$ cat config.mk
export PLATFORM = sky130hd
export DESIGN_NAME = mux_sel_ctrl
export DESIGN_NICKNAME = d
export VERILOG_FILES = /design/src/rtl/mux_sel_ctrl.sv
export SDC_FILE = /design/constraint.sdc
export NUM_CORES = 1
export LEC_CHECK = 0
export CAP_MARGIN = 20
export CELL_PAD_IN_SITES_DETAIL_PLACEMENT = 1
export CELL_PAD_IN_SITES_GLOBAL_PLACEMENT = 2
export CORE_MARGIN = 2
export CORE_UTILIZATION = 31
export CTS_BUF_LIST = sky130_fd_sc_hd__clkbuf_2
export DETAILED_ROUTE_END_ITERATION = 6
export PLACE_DENSITY_LB_ADDON = 0.1
export SLEW_MARGIN = 20
export SYNTH_ARGS = -nofsm -noshare
export SYNTH_HDL_FRONTEND = slang
export SYNTH_SLANG_ARGS = --single-unit
$ cat constraint.sdc
create_clock -name clk -period 1.23 [get_ports clk]
set_clock_uncertainty 0.05 [all_clocks]
set_input_delay 0.1845 -clock clk [delete_from_list [all_inputs] [get_ports clk]]
set_output_delay 0.1845 -clock clk [all_outputs]
set_load 0.01 [all_outputs]
$ cat src/rtl/mux_sel_ctrl.sv
// -----------------------------------------------------------------------------
// mux_sel_ctrl
//
// Generates the select line for a downstream 2:1 data mux. A raw, bouncing
// pushbutton is synchronised and debounced, and each debounced press toggles
// `sel`. Two more modes are available: AUTO sweeps `sel` periodically, and
// FORCED pins `sel` to `force_val`.
//
// Parameters
//   DB_CYCLES   : consecutive stable synchronised cycles needed before the
//                 debounced level changes (>= 1)
//   AUTO_PERIOD : cycles between automatic toggles in AUTO mode (>= 2)
//
// Ports
//   clk         : system clock, rising edge
//   rst         : synchronous reset, active high
//   btn         : raw pushbutton (asynchronous, may bounce)
//   auto_en     : request AUTO mode
//   force_en    : request FORCED mode (has priority over auto_en)
//   force_val   : value driven onto sel while FORCED
//   sel         : registered mux select (0 = i0, 1 = i1)
//   sel_changed : registered, high in every cycle where sel differs from its
//                 previous-cycle value
//   btn_clean   : registered debounced button level
//   mode        : registered mode: 00 MANUAL, 01 AUTO, 10 FORCED
// -----------------------------------------------------------------------------
module mux_sel_ctrl #(
    parameter int DB_CYCLES   = 4,
    parameter int AUTO_PERIOD = 10
) (
    input  logic       clk,
    input  logic       rst,
    input  logic       btn,
    input  logic       auto_en,
    input  logic       force_en,
    input  logic       force_val,
    output logic       sel,
    output logic       sel_changed,
    output logic       btn_clean,
    output logic [1:0] mode
);

    // A single-cycle debounce still needs a 1-bit counter to stay legal.
    localparam int DB_W   = (DB_CYCLES > 1) ? $clog2(DB_CYCLES) : 1;
    localparam int AUTO_W = $clog2(AUTO_PERIOD);

    localparam logic [DB_W-1:0]   DB_LAST   = DB_W'(DB_CYCLES - 1);
    localparam logic [AUTO_W-1:0] AUTO_LAST = AUTO_W'(AUTO_PERIOD - 1);

    typedef enum logic [1:0] {
        MODE_MANUAL = 2'b00,
        MODE_AUTO   = 2'b01,
        MODE_FORCED = 2'b10
    } mode_e;

    // Two-flop synchroniser: only the next flop in the chain looks at btn and s1.
    logic              s1_q, s1_d;
    logic              btn_s_q, btn_s_d;

    logic [DB_W-1:0]   db_cnt_q, db_cnt_d;
    logic              btn_clean_q, btn_clean_d;
    logic              btn_clean_dly_q, btn_clean_dly_d;

    logic [AUTO_W-1:0] auto_cnt_q, auto_cnt_d;
    logic              sel_q, sel_d;
    logic              sel_changed_q, sel_changed_d;
    mode_e             mode_q, mode_d;

    logic              press;

    // Single-cycle pulse on the debounced rising edge; release produces nothing.
    assign press = btn_clean_q & ~btn_clean_dly_q;

    always_comb begin
        s1_d            = btn;
        btn_s_d         = s1_q;
        btn_clean_dly_d = btn_clean_q;

        // A return to the current clean level before the threshold throws the
        // partial count away, which is what rejects bounce.
        btn_clean_d = btn_clean_q;
        db_cnt_d    = '0;
        if (btn_s_q != btn_clean_q) begin
            if (db_cnt_q == DB_LAST) begin
                btn_clean_d = btn_s_q;
            end else begin
                db_cnt_d = db_cnt_q + DB_W'(1);
            end
        end

        // Mode is decoded from the live requests; the same decode drives this
        // edge's action and becomes the registered mode.
        if (force_en) begin
            mode_d = MODE_FORCED;
        end else if (auto_en) begin
            mode_d = MODE_AUTO;
        end else begin
            mode_d = MODE_MANUAL;
        end

        sel_d      = sel_q;
        auto_cnt_d = '0;
        unique case (mode_d)
            MODE_FORCED: begin
                // Presses are dropped here, not queued for later.
                sel_d = force_val;
            end
            MODE_AUTO: begin
                // A press coinciding with the terminal count still yields one toggle.
                if (press || (auto_cnt_q == AUTO_LAST)) begin
                    sel_d = ~sel_q;
                end else begin
                    auto_cnt_d = auto_cnt_q + AUTO_W'(1);
                end
            end
            default: begin
                if (press) begin
                    sel_d = ~sel_q;
                end
            end
        endcase

        sel_changed_d = (sel_d != sel_q);
    end

    always_ff @(posedge clk) begin
        if (rst) begin
            s1_q            <= 1'b0;
            btn_s_q         <= 1'b0;
            db_cnt_q        <= '0;
            btn_clean_q     <= 1'b0;
            btn_clean_dly_q <= 1'b0;
            auto_cnt_q      <= '0;
            sel_q           <= 1'b0;
            sel_changed_q   <= 1'b0;
            mode_q          <= MODE_MANUAL;
        end else begin
            s1_q            <= s1_d;
            btn_s_q         <= btn_s_d;
            db_cnt_q        <= db_cnt_d;
            btn_clean_q     <= btn_clean_d;
            btn_clean_dly_q <= btn_clean_dly_d;
            auto_cnt_q      <= auto_cnt_d;
            sel_q           <= sel_d;
            sel_changed_q   <= sel_changed_d;
            mode_q          <= mode_d;
        end
    end

    assign sel         = sel_q;
    assign sel_changed = sel_changed_q;
    assign btn_clean   = btn_clean_q;
    assign mode        = mode_q;

endmodule
### Yosys cells after proc, flatten, opt, wreduce, memory -nomap -nowiden

Cells that the tools add are included.

* $add $sub $neg: 2
* equality and inequality tests: 6
* mux-type cells: 5
* bitwise logic cells: 5
* reduce and logical (&&, ||, !) cells: 4

Operators with widths (number)
* 3-bit OR reduction: 2
* 4-bit by 1-bit adder with 4-bit output, second input constant: 1
* 2-bit == test, second input constant: 2
* 4-bit == test, second input constant: 1
* 1-bit NOT: 4
* 1-bit two-way mux: 3
* 2-bit by 1-bit adder with 2-bit output, second input constant: 1
* 2-bit by 1-bit == test with 1-bit output, second input constant: 1
* 2-bit two-way mux: 1
* 1-bit != test: 2
* 1-bit case mux with 2 select lines: 1
* 2-bit AND reduction: 1
* 1-bit bitwise AND: 1
* 1-bit logical OR: 1

* register bits after elaboration: 14
* output and inout bits: 5
* logic and storage cells: 31

### Logic depth before layout (Yosys ltp)

* depth after elaboration: 6
* depth in mapped cells: 5
* gate-level depth less buffers: 5

### Least setup slack after synthesis

Ideal clock, no wire load.

* path kind: flip-flop to flip-flop
* start point: register auto_cnt_q[1]
* end point: register sel_q, in the netlist sel
* setup time: 0.095 ns
* data arrival time: 0.957 ns
* path slack: 0.127 ns
* cell stages (with the launch flop): 5
* buffers on the path: 0
* clock period less this slack: 1.103 ns
* cell sequence: dfxtp_1 > inv_1 > ha_1 > and4b_1 > o311ai_1

* longest elaborated chain between the ends: 4

Ends and longest elaborated chain
* from (decl): line 64 `logic [AUTO_W-1:0] auto_cnt_q, auto_cnt_d;`
* from (signal assigned): line 143 `auto_cnt_q <= auto_cnt_d;`
* 4-bit == test: line 110 `if (press || (auto_cnt_q == AUTO_LAST)) begin`
* 1-bit logical OR: line 110
* 1-bit two-way mux: line 110
* 1-bit case mux with 2 select lines: line 103 `unique case (mode_d)`
* to (signal assigned): line 144 `sel_q <= sel_d;`
* to (decl): line 65 `logic sel_q, sel_d;`

No other way between the ends.
A chain may end at the register's enable or synchronous reset.

### Worst setup path in the final report

Ends and elaborated chain as after synthesis.

==> flow_results.xml <==
<?xml version="1.0" encoding="UTF-8"?>
<metrics>
  <group name="timing">
    <metric name="finalHoldViolations" unit="">0</metric>
    <metric name="maxClockFrequency" unit="MHz">862</metric>
    <metric name="finalCriticalPeriod" unit="ns">1.16</metric>
    <metric name="maxSlewHeadroom" unit="%">84.0</metric>
    <metric name="worst_slack" unit="ns">0.0701</metric>
    <metric name="grt_setup_unrepaired" unit="">true</metric>
    <metric name="final.setup.tns" unit="ns">0</metric>
    <metric name="worst_slew_pin_slew" unit="ns">0.240</metric>
    <metric name="setup_viol" unit="">0</metric>
    <metric name="portion_of_the_clock_cycle_consumed_by_the_worst_path_in_the_final_layout" unit="%">94.3</metric>
    <metric name="drv_slew" unit="">0</metric>
  </group>
  <group name="floorplanning">
    <metric name="initial_utilization" unit="%">33.9</metric>
    <metric name="die_w" unit="um">45.3</metric>
    <metric name="die_h" unit="um">45.3</metric>
    <metric name="row_count" unit="">14</metric>
    <metric name="core_box_area" unit="um2">1560</metric>
    <metric name="die_area" unit="um2">2050</metric>
    <metric name="ioPinCount" unit="">11</metric>
  </group>
  <group name="clocking">
    <metric name="h_tree_levels" unit="">1</metric>
    <metric name="tritoncts" unit="">built</metric>
    <metric name="ctsLongestPathBuffers" unit="">2</metric>
    <metric name="cts.clk_slew.worst_paths" unit="ns">0.13</metric>
    <metric name="clk_root_buffer_cell" unit="">clkbuf_2</metric>
    <metric name="cts_buffers" unit="">3</metric>
    <metric name="tritoncts_num_sinks" unit="">14</metric>
    <metric name="worst_skew_pair.late_latency" unit="ns">0.27</metric>
  </group>
  <group name="setup_path">
    <metric name="critical_path.cell_chain" unit="">inv_1 &gt; ha_1 &gt; and4b_1 &gt; o311ai_1</metric>
    <metric name="internal_reg_to_reg_setup_slack" unit="ns">0.07</metric>
    <metric name="critPathBufInv" unit="">1</metric>
    <metric name="reg2reg_to" unit="">sel</metric>
    <metric name="timing.critical_path.fanout_max" unit="">3</metric>
    <metric name="cp-startpoint" unit="">auto_cnt_q[1]</metric>
    <metric name="stages_on_worst_setup_path" unit="">4</metric>
    <metric name="startpoint_to_endpoint_class_of_the_critical_path" unit="">reg -&gt; reg</metric>
    <metric name="crit-reg2reg-launch" unit="">auto_cnt_q[1]</metric>
    <metric name="slowest_delay" unit="ns">0.36</metric>
    <metric name="worstSetupEndpointType" unit="">flip-flop</metric>
    <metric name="critical_path_arrival" unit="ns">1.30</metric>
    <metric name="crit_slowest_cell" unit="">dfxtp_2</metric>
    <metric name="timing.critical_path.max_delay_family" unit="">flip-flops</metric>
    <metric name="setup.worst_path.start_class" unit="">flip-flop</metric>
    <metric name="critical_path_required" unit="ns">1.37</metric>
    <metric name="worst_case_reg_to_reg_path_depth" unit="">4</metric>
  </group>
  <group name="status">
    <metric name="run_status" unit="">finished, final reports clean</metric>
  </group>
  <group name="synth">
    <metric name="postSynthAreaPerCell" unit="um2">10.6</metric>
    <metric name="ff_latch_count_synth" unit="">14</metric>
    <metric name="post_synth_num_cell_types" unit="">19</metric>
    <metric name="synth_area" unit="um2">529</metric>
    <metric name="yosys_warnings" unit="">0</metric>
    <metric name="synth_seq_area_share" unit="%">53.0</metric>
    <metric name="postSynthCellCount" unit="">50</metric>
    <metric name="syn_nets" unit="">59</metric>
  </group>
  <group name="placed_design">
    <metric name="dpl.hpwl" unit="um">749</metric>
    <metric name="placement.io_buffers" unit="">10</metric>
    <metric name="gp_routability_congestion" unit="">0.685</metric>
    <metric name="dpl_worst_slack" unit="ns">-0.158</metric>
  </group>
  <group name="power_and_ir_drop">
    <metric name="power.leakage" unit="nW">0.306</metric>
    <metric name="irDropWorstVdd" unit="mV">0.848</metric>
    <metric name="power_per_cell_area" unit="nW/um2">1070</metric>
  </group>
  <group name="global_route">
    <metric name="grt_max_degree" unit="">9</metric>
    <metric name="first_pass_grt_wire_length" unit="um">1650</metric>
    <metric name="grt_pass1_vias" unit="">384</metric>
    <metric name="number_of_antenna_violations_at_the_first_check_in_global_routing" unit="">0</metric>
    <metric name="globalRoute.totalOverflow" unit="">0</metric>
    <metric name="grt_usage" unit="%">11.7</metric>
  </group>
  <group name="detailed_routing">
    <metric name="post_drt_wl_per_cell" unit="um">10.9</metric>
    <metric name="iteration_0_drc_markers" unit="">3</metric>
    <metric name="route.detailed.vias_per_inst" unit="">4.71</metric>
    <metric name="drc" unit="">0</metric>
    <metric name="routed_wirelength" unit="um">937</metric>
    <metric name="route.vias.total" unit="">405</metric>
    <metric name="detail-route-antenna-nets" unit="">0</metric>
    <metric name="firstDrtPassIters" unit="">4</metric>
  </group>
  <group name="layout">
    <metric name="antennaDiodeCount" unit="">0</metric>
    <metric name="final_core_utilization" unit="%">46.0</metric>
    <metric name="multi_input_combinational_cell_area" unit="um2">241</metric>
    <metric name="layout_common_cells" unit="">12 x dfxtp_1, 7 x nor2_1, 7 x buf_4</metric>
    <metric name="fillCellCount" unit="">174</metric>
    <metric name="fraction_of_layout_cells_with_a_size_suffix_above_1" unit="%">20.0</metric>
    <metric name="most_common_library_cell_in_the_layout_ignoring_fill_and_taps" unit="">dfxtp_1</metric>
    <metric name="synthToLayoutAreaGrowth" unit="%">35.5</metric>
    <metric name="layout.area.seq" unit="um2">283</metric>
    <metric name="finalNetCount" unit="">80</metric>
  </group>
  <group name="worst_hold_path">
    <metric name="start_point_of_the_worst_min_delay_path" unit="">db_cnt_q[0]</metric>
    <metric name="whs_path_depth" unit="">1</metric>
    <metric name="whs_endpoint" unit="">db_cnt_q[0]</metric>
    <metric name="hold_crit_class" unit="">reg -&gt; reg</metric>
  </group>
  <group name="flow_run">
    <metric name="cap_violations" unit="">0</metric>
  </group>
</metrics>
-- power breakdown --
part	internal, mW	switching, mW	total, mW
clock	0.0706	0.146	0.217
sequential	0.467	0.00569	0.472
combinational	0.0467	0.0283	0.0750
-- cells in the mapped netlist --
master | instances | area share (%)
nor3b_2 | 1 | 2.4
buf_2 | 1 | 0.94
inv_1 | 2 | 1.4
or3_1 | 1 | 1.2
nand3b_1 | 3 | 4.3
nor2b_1 | 5 | 5.9
ha_1 | 3 | 7.1
dfxtp_1 | 14 | 53
and4b_1 | 1 | 1.9
nand3_1 | 1 | 0.94
xnor2_1 | 3 | 5.0
nor2_1 | 7 | 5.0
nor3_1 | 2 | 1.9
o311ai_1 | 1 | 1.7
a211oi_1 | 1 | 1.4
mux2i_1 | 1 | 1.9
o21ai_1 | 1 | 0.94
or3b_1 | 1 | 1.7
xor2_1 | 1 | 1.7
-- final cells by class --
class / instances / share of cell area, %
clock inverter: 1 / 0.524
timing repair buffer: 17 / 20.4
clock buffer: 3 / 2.09
inverter: 2 / 1.05
sequential: 14 / 39.4
multi-input combinational: 33 / 33.7
tap: 16 / 2.79
-- cell families after synthesis --
family	share of synthesized area, %
compound gates	4.02
xor+xnor	6.62
fa+ha+maj	7.09
buf+inv	2.36
flops	53.0
mux	1.89
simple gates	25.1
-- metal layers --
layer,track usage [%],part of all wire (%),wire [um]
met2,17.4,45,417
met4,5.29,1.6,15
met3,6.00,7.9,74
met5,0,0,0
met1,14.0,46,429
-- worst max-delay path by stage --
stage                                to  slack [ns]
after floorplan                     sel        0.13
after global placement    auto_cnt_q[0]       -0.14
after detailed placement  auto_cnt_q[0]       -0.16
after CTS                           sel        0.03
after global routing                sel      -0.009
final                               sel        0.07
-- metrics by stage --
stage	power (mW)	hold slack, ns	std cells	instance area [um2]
floorplan	0.511	0.211	50	529
global placement	0.562	0.360	82	697
detailed placement	0.562	0.368	82	697
CTS	0.777	0.383	86	711
global route	0.809	0.391	86	717
finish	0.764	0.384	86	717
-- repair_timing --
item                       CTS  global route
gates resized for setup      6             2
buffers inserted             0             0
hold buffers                 0             0
pin swaps                    0             1
setup endpoints to repair    5             3
-- worst register-to-register path: cells and delay by family (launching register included) --
kind	cells	cell delay, ns
buf+inv	1	0.04
compound gates	1	0.24
simple gates	1	0.20
fa+ha+maj	1	0.17
flops	1	0.36
-- state kept, by name (all words and copies together), names as in the netlist --
register         cells
btn_clean_dly_q      1
btn_s_d              1
mode                 2
sel                  1
btn_s_q              1
auto_cnt_q           4
db_cnt_q             2
btn_clean            1
sel_changed          1
No activity file was read; power rests on OpenSTA's default activity.
